<file path="src/rtl/spi_frame_ctrl_if.sv">
// spi_frame_ctrl_if: byte-level link between the SPI slave bit shifter and
// the frame controller. The shifter drives the master modport: it supplies
// the synchronised chip select and the received bytes, and it takes back the
// bytes to transmit on MISO. The frame controller uses the slave modport.
interface spi_frame_ctrl_if;
    logic       cs_n;       // chip select, active-low, synchronised to clk
    logic [7:0] rx_byte;    // byte just received by the shifter
    logic       rx_valid;   // one-cycle pulse, rx_byte is valid
    logic [7:0] tx_byte;    // next byte for the shifter, MSB first
    logic       tx_load;    // one-cycle pulse, shifter loads tx_byte

    modport master (
        output cs_n,
        output rx_byte,
        output rx_valid,
        input  tx_byte,
        input  tx_load
    );

    modport slave (
        input  cs_n,
        input  rx_byte,
        input  rx_valid,
        output tx_byte,
        output tx_load
    );
endinterface

</file>
<file path="src/rtl/spi_frame_ctrl.sv">
// spi_frame_ctrl: command/frame controller downstream of the SPI slave byte
// shifter. Decodes the first byte of each frame (WRCMD / RDCMD), assembles a
// 64-bit big-endian write word, or snapshots the 64-bit read word and feeds
// it back byte by byte for MISO.
// Optional build macro: SPI_FRAME_ERR_EN enables the saturating frame-error
// counter on err_count; without it err_count is tied to zero.
module spi_frame_ctrl #(
    parameter logic [7:0] WRCMD = 8'h01,
    parameter logic [7:0] RDCMD = 8'h02
) (
    input  logic                 clk,
    input  logic                 rst_n,
    spi_frame_ctrl_if.slave      bus,
    input  logic [63:0]          rd_data,
    output logic [63:0]          wr_data,
    output logic                 wr_strobe,
    output logic                 rd_snap,
    output logic [7:0]           err_count
);

    // Frame states
    localparam logic [2:0] S_IDLE   = 3'd0;
    localparam logic [2:0] S_CMD    = 3'd1;
    localparam logic [2:0] S_WR     = 3'd2;
    localparam logic [2:0] S_RD     = 3'd3;
    localparam logic [2:0] S_DONE   = 3'd4;
    localparam logic [2:0] S_IGNORE = 3'd5;

    logic [2:0]  state_q,     state_d;
    logic [2:0]  idx_q,       idx_d;
    logic [63:0] acc_q,       acc_d;
    logic [63:0] snap_q,      snap_d;
    logic [63:0] wr_data_q,   wr_data_d;
    logic        wr_strobe_q, wr_strobe_d;
    logic        rd_snap_q,   rd_snap_d;
    logic [7:0]  tx_byte_q,   tx_byte_d;
    logic        tx_load_q,   tx_load_d;

    // Helpers for the datapath
    logic        cs_abort;     // chip select dropped mid-frame
    logic [63:0] acc_next;     // accumulator with the current byte shifted in
    logic [2:0]  idx_inc;      // next byte index
    logic [5:0]  snap_shamt;   // bit offset of the next snapshot byte
    logic [63:0] snap_shifted; // snapshot aligned so the next byte is on top

    // Datapath helpers shared by the next-state logic
    always_comb begin
        cs_abort     = (state_q != S_IDLE) && bus.cs_n;
        acc_next     = {acc_q[55:0], bus.rx_byte};
        idx_inc      = idx_q + 3'd1;
        snap_shamt   = {idx_inc, 3'b000};
        snap_shifted = snap_q << snap_shamt;
    end

    // Frame sequencing: next-state, accumulator, snapshot and output pulses
    always_comb begin
        state_d     = state_q;
        idx_d       = idx_q;
        acc_d       = acc_q;
        snap_d      = snap_q;
        wr_data_d   = wr_data_q;
        wr_strobe_d = 1'b0;
        rd_snap_d   = 1'b0;
        tx_byte_d   = tx_byte_q;
        tx_load_d   = 1'b0;

        // Deassertion of cs_n outranks any coincident rx_valid, so it is
        // handled ahead of the per-state byte processing.
        if (cs_abort) begin
            state_d   = S_IDLE;
            idx_d     = 3'd0;
            acc_d     = '0;
            tx_byte_d = 8'h00;
        end else begin
            case (state_q)
                S_IDLE: begin
                    idx_d     = 3'd0;
                    acc_d     = '0;
                    tx_byte_d = 8'h00;
                    if (!bus.cs_n) begin
                        state_d = S_CMD;
                    end
                end

                S_CMD: begin
                    if (bus.rx_valid) begin
                        idx_d = 3'd0;
                        acc_d = '0;
                        if (bus.rx_byte == WRCMD) begin
                            state_d = S_WR;
                        end else if (bus.rx_byte == RDCMD) begin
                            // First read byte goes out on the decode edge so
                            // the shifter has it before the next SCLK edge.
                            state_d   = S_RD;
                            snap_d    = rd_data;
                            rd_snap_d = 1'b1;
                            tx_byte_d = rd_data[63:56];
                            tx_load_d = 1'b1;
                        end else begin
                            state_d = S_IGNORE;
                        end
                    end
                end

                S_WR: begin
                    if (bus.rx_valid) begin
                        if (idx_q == 3'd7) begin
                            wr_data_d   = acc_next;
                            wr_strobe_d = 1'b1;
                            acc_d       = '0;
                            idx_d       = 3'd0;
                            state_d     = S_DONE;
                        end else begin
                            acc_d = acc_next;
                            idx_d = idx_inc;
                        end
                    end
                end

                S_RD: begin
                    if (bus.rx_valid) begin
                        tx_load_d = 1'b1;
                        if (idx_q == 3'd7) begin
                            // Eighth dummy byte: all data has gone out.
                            tx_byte_d = 8'h00;
                            idx_d     = 3'd0;
                            state_d   = S_DONE;
                        end else begin
                            tx_byte_d = snap_shifted[63:56];
                            idx_d     = idx_inc;
                        end
                    end
                end

                S_DONE, S_IGNORE: begin
                    tx_byte_d = 8'h00;
                end

                default: begin
                    state_d   = S_IDLE;
                    idx_d     = 3'd0;
                    acc_d     = '0;
                    tx_byte_d = 8'h00;
                end
            endcase
        end
    end

    // Frame state and datapath registers
    always_ff @(posedge clk or negedge rst_n) begin
        if (!rst_n) begin
            state_q     <= S_IDLE;
            idx_q       <= 3'd0;
            acc_q       <= '0;
            snap_q      <= '0;
            wr_data_q   <= '0;
            wr_strobe_q <= 1'b0;
            rd_snap_q   <= 1'b0;
            tx_byte_q   <= 8'h00;
            tx_load_q   <= 1'b0;
        end else begin
            state_q     <= state_d;
            idx_q       <= idx_d;
            acc_q       <= acc_d;
            snap_q      <= snap_d;
            wr_data_q   <= wr_data_d;
            wr_strobe_q <= wr_strobe_d;
            rd_snap_q   <= rd_snap_d;
            tx_byte_q   <= tx_byte_d;
            tx_load_q   <= tx_load_d;
        end
    end

    assign wr_data     = wr_data_q;
    assign wr_strobe   = wr_strobe_q;
    assign rd_snap     = rd_snap_q;
    assign bus.tx_byte = tx_byte_q;
    assign bus.tx_load = tx_load_q;

`ifdef SPI_FRAME_ERR_EN
    logic [7:0] err_count_q, err_count_d;
    logic       frame_err;

    // A frame error is an unknown command byte or a short frame, i.e. cs_n
    // rising after a valid command but before the frame completed.
    always_comb begin
        frame_err = 1'b0;
        if (cs_abort) begin
            frame_err = (state_q == S_WR) || (state_q == S_RD);
        end else if ((state_q == S_CMD) && bus.rx_valid) begin
            frame_err = (bus.rx_byte != WRCMD) && (bus.rx_byte != RDCMD);
        end
    end

    // Saturating error counter update
    always_comb begin
        err_count_d = err_count_q;
        if (frame_err && (err_count_q != 8'hFF)) begin
            err_count_d = err_count_q + 8'd1;
        end
    end

    // Error counter register
    always_ff @(posedge clk or negedge rst_n) begin
        if (!rst_n) begin
            err_count_q <= 8'h00;
        end else begin
            err_count_q <= err_count_d;
        end
    end

    assign err_count = err_count_q;
`else
    assign err_count = 8'h00;
`endif

endmodule

</file>
<file path="src/flat_wrapper.sv">
// flat-port wrapper written by rule: the top's interface ports become plain ports
module spi_frame_ctrl_flat 
#(
    parameter logic [7:0] WRCMD = 8'h01,
    parameter logic [7:0] RDCMD = 8'h02
)
  (clk, rst_n, rd_data, wr_data, wr_strobe, rd_snap, err_count, bus_cs_n, bus_rx_byte, bus_rx_valid, bus_tx_byte, bus_tx_load);
  spi_frame_ctrl_if bus_i ();
  input  logic clk;
  input  logic rst_n;
  input  logic [63:0] rd_data;
  output logic [63:0] wr_data;
  output logic wr_strobe;
  output logic rd_snap;
  output logic [7:0] err_count;
  input wire logic [$bits(bus_i.cs_n)-1:0] bus_cs_n;
  input wire logic [$bits(bus_i.rx_byte)-1:0] bus_rx_byte;
  input wire logic [$bits(bus_i.rx_valid)-1:0] bus_rx_valid;
  output wire logic [$bits(bus_i.tx_byte)-1:0] bus_tx_byte;
  output wire logic [$bits(bus_i.tx_load)-1:0] bus_tx_load;
  assign bus_i.cs_n = bus_cs_n;
  assign bus_i.rx_byte = bus_rx_byte;
  assign bus_i.rx_valid = bus_rx_valid;
  assign bus_tx_byte = bus_i.tx_byte;
  assign bus_tx_load = bus_i.tx_load;
  spi_frame_ctrl #(.WRCMD(WRCMD), .RDCMD(RDCMD)) u_core (.clk(clk), .rst_n(rst_n), .bus(bus_i), .rd_data(rd_data), .wr_data(wr_data), .wr_strobe(wr_strobe), .rd_snap(rd_snap), .err_count(err_count));
endmodule
</file>
<file path="config.mk">
export PLATFORM = sky130hd
export DESIGN_NAME = spi_frame_ctrl_flat
export DESIGN_NICKNAME = d
export VERILOG_FILES = /design/src/rtl/spi_frame_ctrl_if.sv /design/src/rtl/spi_frame_ctrl.sv /design/src/flat_wrapper.sv
export SDC_FILE = /design/constraint.sdc
export NUM_CORES = 1
export LEC_CHECK = 0
export ABC_AREA = 1
export CORE_UTILIZATION = 35
export DETAILED_ROUTE_END_ITERATION = 16
export PLACE_DENSITY_LB_ADDON = 0.08
export SKIP_CTS_REPAIR_TIMING = 1
export SKIP_LAST_GASP = 1
export SLEW_MARGIN = 10
export SYNTH_ARGS = -nofsm -noshare
export SYNTH_HDL_FRONTEND = slang
export SYNTH_SLANG_ARGS = --single-unit
</file>
<file path="constraint.sdc">
create_clock -name clk -period 2.1 [get_ports clk]
set_clock_uncertainty 0.1 [all_clocks]
set_input_delay 0.21 -clock clk [delete_from_list [all_inputs] [get_ports clk]]
set_output_delay 0.21 -clock clk [all_outputs]
set_load 0.005 [all_outputs]
</file>
* Word level (Yosys, flattened, before mapping)
Cells that the tools add are included.
Widths: inputs -> output; s select.
** Storage, ports and cells
- Input bits :: 76
- Latch bits :: 0
- Bits in read-only memories :: 0
- Register bits after elaboration :: 201
- Output and inout port bits :: 83
- RAM bits :: 0
- Memories kept :: 0
- Logic and storage cells :: 81
** Cells by class
- Bitwise logic cells :: 2
- Reduce and logical (&&, ||, !) cells :: 12
- Equality and inequality tests :: 19
- Divide/modulo/power cells :: 0
- Mux-type cells :: 37
- Magnitude comparators :: 0
- Add/sub/neg operators :: 1
- Multipliers :: 0
- Shift-type cells :: 1
** Operator list (number)
- $mux 56 :: 4
- $pmux 56 s3 :: 1
- $shl 64x6->64 :: 1
- $mux 8 :: 6
- $mux 3 :: 11
- $pmux 8 s3 :: 1
- $ne 3x2->1 const B :: 5
- $reduce_and 5->1 :: 3
- $pmux 3 s4 :: 1
- $mux 1 :: 11
- $eq 3x3->1 const B :: 3
- $ne 3x1->1 const B :: 3
- $pmux 3 s3 :: 1
- $eq 8x1->1 const B :: 1
- $eq 8x2->1 const B :: 1
- $eq 3x2->1 const B :: 2
- $ne 2x1->1 const B :: 3
- $reduce_and 3->1 :: 2
- $reduce_and 4->1 :: 1
- $reduce_or 2->1 :: 2
- $add 3x1->3 const B :: 1
- $eq 3x1->1 const B :: 1
- $logic_not 3->1 :: 1
- $reduce_bool 3->1 :: 1
- other kinds (4) :: 5

* Depth between registers and ports, before layout
Gate-level depths: netlist of run 1.
- Depth in word-level cells :: 6
- Mapped depth :: 11
- Mapped depth without buffers :: 10

* Worst setup path after synthesis of run 1
Ideal clock, no wire load.
- Path type :: flip-flop to flip-flop
- Start point :: reg u_core.idx_q[0]
- End point :: reg u_core.tx_byte_q[3], in the netlist u_core.bus.tx_byte[3]
- Arrival :: 1.651 ns
- Clock period less this slack :: 1.816 ns
- Buffers on the path :: 1
- Setup time :: 0.065 ns
- Stages on the path, launching flop included :: 10
- Slack :: 0.284 ns
- Required time :: 1.935 ns
- Path through :: dfrtp_1 > ha_1 > ha_1 > clkbuf_1 > clkinv_1 > nand3_1 > nand3_1 > nand2_1 > nand2_1 > nand2_1
** Between the ends
- Longest elaborated chain between the ends :: 6
- Elaborated cells between the ends (all ways) :: 7
- Those cells by class :: 1 x add/sub; 1 x eq/ne; 1 x shift; 4 x mux
** Ends and longest elaborated chain
- start, declared :: RTL line spi_frame_ctrl.sv:30 : logic [2:0] idx_q, idx_d;
- start signal, assigned :: RTL line spi_frame_ctrl.sv:163 : idx_q <= idx_d;
- $add 3x1->3 :: RTL line spi_frame_ctrl.sv:50 : idx_inc = idx_q + 3'd1;
- $shl 64x6->64 :: RTL line spi_frame_ctrl.sv:52 : snap_shifted = snap_q << snap_shamt;
- $mux 8 * :: RTL line spi_frame_ctrl.sv:123 : if (idx_q == 3'd7) begin
- $mux 8 * :: RTL line spi_frame_ctrl.sv:121 : if (bus.rx_valid) begin
- $pmux 8 s3 * :: RTL line spi_frame_ctrl.sv:75 : case (state_q)
- $mux 8 * :: RTL line spi_frame_ctrl.sv:69 : if (cs_abort) begin
- end signal, assigned :: RTL line spi_frame_ctrl.sv:169 : tx_byte_q <= tx_byte_d;
- end, declared :: RTL line spi_frame_ctrl.sv:36 : logic [7:0] tx_byte_q, tx_byte_d;
Every way passes the cells marked *; elsewhere a longest branch is shown, timed or not. The select of a mux whose other input is x is not followed.
A chain may end at the register's enable or synchronous reset.

* Final worst setup path of run 1
- Start point :: reg u_core.idx_q[0]
- End point :: reg u_core.wr_data_q[1], in the netlist u_core.wr_data[1]
** Between the ends
- Longest elaborated chain between the ends :: 2
** Ends and longest elaborated chain
- $eq 3x3->1 :: RTL line spi_frame_ctrl.sv:107 : if (idx_q == 3'd7) begin
- $reduce_and 4->1 (no source line)
- end signal, assigned :: RTL line spi_frame_ctrl.sv:166 : wr_data_q <= wr_data_d;
- end, declared :: RTL line spi_frame_ctrl.sv:33 : logic [63:0] wr_data_q, wr_data_d;
Every way passes these cells.

==> results.yml, run 1 <==
clock_tree:
  clk_pin_slew_ns: 0.06
  cts_htree_levels: 1
  cts_max_path_buffers: 3
  cts_root_buf: "clkbuf_16"
  clk_latency_ns: 0.51
  cts_buffers: 23
  cts_tree: "done"
  cts_sinks: 201
timing:
  rsz0062_at_grt: "false"
  drv_slew: 0
  period_minus_slack_ns: 1.919
  fmax_mhz: 521.0
  tns_ns: 0
  holdWs_ns: 0.1140
  period_share: 0.9139
  finalSetupViolCount: 0
  final-hold-violation-count: 0
final_layout:
  layout_commonest_cell: "nand2_1"
  nNetsFinal: 1229
  layout-drive-gt1-share: 0.08405
  fin_util: 0.4689
  area_growth_pct: 30.63
  instances_no_fill: 1491
  fill_cells: 2463
  mostFrequentLayoutCells: "nand2_1, dfrtp_1, clkdlybuf4s50_1"
  final_area_mm2: 0.01144
route:
  wl_met3_um: 824
  wire_per_inst_um: 14.23
  vias_per_cell: 4.520
  drc_errors: 0
  drt-met1-wl_mm: 9.827
  antenna_left: 0
  dr.max_layer_used: "met5"
  vias: 6739
  dr_wl_met2_mm: 10.02
  drt_wl_total_mm: 21.22
  drtPass1Iterations: 5
  drt_iter0_drc: 359
worst_setup_path:
  cp_max_fo: 82
  cp.arrival_ns: 2.22
  end_kind: "register"
  max_stage_delay_ns: 0.38
  startpoint_type: "register"
  crit_type: "register to register"
  cp_slowest_cell: "dfrtp_1"
  critPathTopFamily: "adder cells"
  worstPathRequired_ns: 2.40
  crit_path_cell_trace: "ha_1 -> ha_1 -> nand4_1 -> buf_12 -> inv_1 -> nand2_1 -> nand2_1"
  cp_num_buf_inv: 2
placement:
  dp.final_hpwl_mm: 14.65
  place.port_buffers: 150
  dp.cells: 1449
  post_dp_cell_area_mm2: 0.01065
  place_congestion: 0.8527
die:
  initial_core_util: 0.3589
  num_rows: 57
  core_area_mm2: 0.02439
  die-width_um: 160.2
  die-area_mm2: 0.02565
  ios: 159
  die_h_um: 160.2
status:
  status: "complete, no violations"
pwr:
  ir_drop_mv: 0.4081
  leakage_nw: 5.080
  power_density_mw_per_mm2: 830.1
synthesis:
  syn_area_per_cell_um2: 8.728
  synth_seq_cells: 201
  synth_seq_area_share: 0.5745
  synth_cell_types: 27
  syn-cell-area_mm2: 0.008755
  synth_warnings: 0
  netlist_instances: 1003
global_routing:
  overflow: 0
  grt_usage: 0.1701
  grt_start_max_net_pins: 83
  antenna_found_initial: 2
  grt_pass1_vias: 6634
  grt_pass1_wl_mm: 34.86
job:
  cap_violations: 0
worst_hold_path:
  hold_path_class: "input pin to async pin"
logic make-up after synthesis:
kind of cell    Yosys count  synth area share
compound gates          192            0.1153
fa+ha+maj                 2          0.002858
buf+inv                 208            0.1092
flops                   201            0.5745
other cells               1         0.0004283
simple gates            399            0.1977
state kept, by name (all words and copies together) (netlist names):
register and count:
u_core.idx_q 3, u_core.wr_data 64, u_core.snap_q 64, u_core.rd_snap 1
u_core.bus.tx_load 1, u_core.acc_q 56, u_core.bus.tx_byte 8, u_core.wr_strobe 1
u_core.state_q 3
through the flow:
step,setup slack (ns),total power [mW]
2_1_floorplan,0.2843,4.913
3_3_place_gp,0.01639,5.467
3_5_place_dp,0.06618,5.469
4_1_cts,0.1566,9.633
5_1_grt,0.009613,9.930
6_report,0.1807,9.493
final cells by class:
type / count / area (µm²) / area share
Sequential cell: 201 / 5030 / 0.4398
Clock buffer: 36 / 674.4 / 0.05897
Inverter: 142 / 534.3 / 0.04672
Clock inverter: 4 / 98.84 / 0.008643
Multi-Input combinational cell: 601 / 2805 / 0.2453
Timing Repair Buffer: 182 / 1886 / 0.1649
Tap cell: 324 / 405.4 / 0.03545
Antenna cell: 1 / 2.502 / 0.0002188
cells in the mapped netlist:
| cell type | count | area, µm² |
|---|---|---|
| nand2_2 | 1 | 6.260 |
| conb_1 | 1 | 3.750 |
| o21ai_0 | 58 | 290.3 |
| buf_6 | 10 | 112.6 |
| nor3_1 | 2 | 10.01 |
| o31ai_1 | 2 | 15.01 |
| ha_1 | 2 | 25.02 |
| nor2_2 | 3 | 18.77 |
| nor3_2 | 2 | 20.02 |
| dfrtp_1 | 201 | 5030 |
| nand2_1 | 263 | 987.2 |
| nand4_1 | 1 | 6.260 |
| o21ai_1 | 120 | 600.6 |
| o21a_1 | 1 | 7.510 |
| a21oi_2 | 1 | 8.760 |
| nor2_4 | 1 | 11.26 |
| clkinv_1 | 2 | 7.510 |
| clkbuf_1 | 15 | 56.30 |
| inv_2 | 6 | 22.52 |
| nor2_1 | 8 | 30.03 |
| nand3_2 | 10 | 100.1 |
| inv_1 | 134 | 503.0 |
| nand3_1 | 108 | 540.5 |
| buf_2 | 14 | 70.07 |
| o21ai_2 | 10 | 87.58 |
| buf_4 | 22 | 165.2 |
| buf_1 | 5 | 18.77 |
metal layers:
layer,GRT usage,up-vias
li1,-,3454
met1,0.2294,3111
met2,0.2792,140
met3,0.02961,32
met4,0.05108,2
met5,0,-
power breakdown:
part | internal (mW) | switching [mW]
Sequential | 4.03 | 0.0881
Clock | 2.56 | 1.55
Combinational | 0.501 | 0.758
path summary, 6_finish.rpt:
| check | from | to | slack (ns) | depth (start not counted) |
|---|---|---|---|---|
| setup / recovery | u_core.idx_q[0] | u_core.wr_data[1] | 0.18 | 7 |
| hold / removal | rst_n | u_core.acc_q[19] | 0.11 | 2 |
| setup reg to reg | u_core.idx_q[0] | u_core.wr_data[1] | 0.18 | 7 |
| hold reg to reg | u_core.wr_data[56] | u_core.wr_data[56] | 0.38 | 2 |
| max in group asynchronous | rst_n | u_core.snap_q[9] | 0.96 | 3 |
| min in group clk | rd_data[28] | u_core.snap_q[28] | 0.14 | 3 |
(Power assumes the default switching activity.)
==> inputs of run 2 (changes only) <==
Settings changed: PLACE_DENSITY_LB_ADDON 0.08 to unset, RECOVER_POWER set to 100.
==> run 2 against run 1 <==
  * The flow now finishes with violations (capacitance limit, slew limit)
  * Combinational power hardly changed
  * Final cell count is 0.67% higher
  * Power is 0.56% lower
  * Flip-flop and latch count stayed put
  * Sequential share of layout area is 0.12 points lower
  * Clock-buffer cell count is 3 lower
  * Clock power is 1% lower
  * Wire length is 0.32% lower
  * Critical endpoint is now u_core.acc_q[51]
==> results.yml, run 2 (synthesized netlist as in run 1, its figures left out) <==
status:
  status: "finished, violations left"
  failed_checks: "capacitance limit, slew limit"
die:
  core_area_mm2: 0.02439
  initial_core_util: 0.3589
  die_h_um: 160.2
  die-area_mm2: 0.02565
  num_rows: 57
  ios: 159
  die-width_um: 160.2
worst_setup_path:
  worstSetupStartpoint: "u_core.state_q[2]"
  max_stage_delay_ns: 0.42
  cp_num_buf_inv: 3
  rr_endpoint: "u_core.acc_q[51]"
  crit_top_cell: "nand3_1"
  reg2reg_depth: 10
  cp_max_fo: 25
  crit_path_cell_trace: "inv_2 -> nand2_2 -> nor2_2 -> nand3_1 -> nand2_1 -> nor2_4 -> buf_6 -> clkbuf_2 -> nand3_1 -> o21ai_2"
  rrSetupSlack_ns: 0.18
  crit_type: "register to register"
  critPathTopFamily: "simple AND/OR/NAND/NOR gates"
  startpoint_type: "register"
  worstPathRequired_ns: 2.40
  regToRegStartpoint: "u_core.state_q[2]"
  cp_slowest_cell: "dfrtp_1"
  critPathCapture: "u_core.acc_q[51]"
  cp.depth: 10
  end_kind: "register"
  cp.arrival_ns: 2.22
final_layout:
  mostFrequentLayoutCells: "nand2_1, dfrtp_1, o21ai_0"
  nNetsFinal: 1240
  layout-drive-gt1-share: 0.08836
  layout_commonest_cell: "nand2_1"
  fill_cells: 2398
  fin_util: 0.4701
  n_antenna_cell: 0
  area_growth_pct: 30.98
  instances_no_fill: 1501
clock_tree:
  cts_sinks: 201
  cts_buffers: 22
  cts_max_path_buffers: 3
  clk_latency_ns: 0.51
  cts_tree: "done"
  cts_root_buf: "clkbuf_16"
  cts_htree_levels: 1
  clk_pin_slew_ns: 0.06
pwr:
  leakage_nw: 5.420
  power_density_mw_per_mm2: 823.2
  ir_drop_mv: 0.5345
route:
  vias: 6881
  drc_errors: 0
  wire_per_inst_um: 14.09
  drt_iter0_drc: 488
  drtPass1Iterations: 5
  drt_wl_total_mm: 21.16
  antenna_left: 0
  vias_per_cell: 4.584
global_routing:
  antenna_found_initial: 0
  grt_usage: 0.1698
  grt_start_max_net_pins: 63
  overflow: 0
  grt_pass1_vias: 6750
  grt_pass1_wl_mm: 35.36
timing:
  finalSetupViolCount: 0
  period_minus_slack_ns: 1.924
  period_share: 0.9160
  fmax_mhz: 519.8
  slew-limit-headroom: -0.08900
  final-hold-violation-count: 0
  drv_slew: 61
  rsz0062_at_grt: "false"
  tightestPinTransition_ns: 1.634
placement:
  dp.cells: 1461
  place.port_buffers: 150
  place_congestion: 0.8032
  dp.final_hpwl_mm: 15.11
worst_hold_path:
  hold_path_class: "input pin to register"
job:
  cap_violations: 1
## run 2: cell types whose count changed in the layout (fill, tap and decap cells not counted), moves of 7 or more
| cell | delta |
|---|---|
| o21ai_1 | -82 |
| clkdlybuf4s50_1 | -75 |
| dlygate4sd3_1 | +75 |
| nand3_2 | -7 |
| o21ai_0 | +82 |
| clkbuf_2 | +7 |
| nand3_1 | +7 |
## run 2: power breakdown
part	switching, mW	internal [mW]
clock	1.56	2.52
combinational	0.745	0.508
sequential	0.0799	4.03
total	2.38	7.06
## run 2: cell type report
class / instances / area [µm²] / share of cell area
clock buffer: 33 / 651.9 / 0.05685
tap: 324 / 405.4 / 0.03535
clock inverter: 6 / 120.1 / 0.01047
timing repair buffer: 194 / 1963 / 0.1712
multi-input combinational: 601 / 2763 / 0.2409
sequential: 201 / 5030 / 0.4386
inverter: 142 / 534.3 / 0.04659
## run 2: how the worst min path moves through the flow
stage / startpoint / endpoint / slack [ns] / cells after the start
floorplan: rst_n / u_core.acc_q[0] / -0.19 / 0
global placement: rst_n / u_core.wr_data[21] / 0.14 / 1
detailed placement: rst_n / u_core.wr_data[21] / 0.15 / 1
CTS: rst_n / u_core.wr_data[21] / -0.40 / 1
global route: rd_data[9] / u_core.snap_q[9] / 0.15 / 3
finish: rd_data[9] / u_core.snap_q[9] / 0.16 / 3
## run 2: routing by layer
metal,up-vias,share of wire,track usage,wire (µm)
li1,3475,-,-,-
met3,26,0.055,0.02831,1155
met1,3197,0.46,0.2389,9679
met2,183,0.47,0.2777,10010
met4,0,0.015,0.03030,314
met5,-,0,0,0
## run 2: per-stage QoR
step	setup slack (ns)	power (mW)	cell area (µm²)	hold WS (ns)	TNS [ns]
after global routing	0.01411	9.887	11470	0.1530	0
after global placement	-0.009273	5.536	10780	0.1437	-0.06723
after floorplan	0.2843	4.913	8781	-0.1856	0
after detailed placement	-0.08178	5.548	10780	0.1460	-0.7393
after CTS	0.1510	9.650	11550	-0.4041	0
final	0.1763	9.440	11470	0.1590	0
## run 2: worst min-delay path: stages
cell	delay (ns)
clkdlybuf4s50_1	0.40
nand2_1	0.06
o21ai_0	0.06
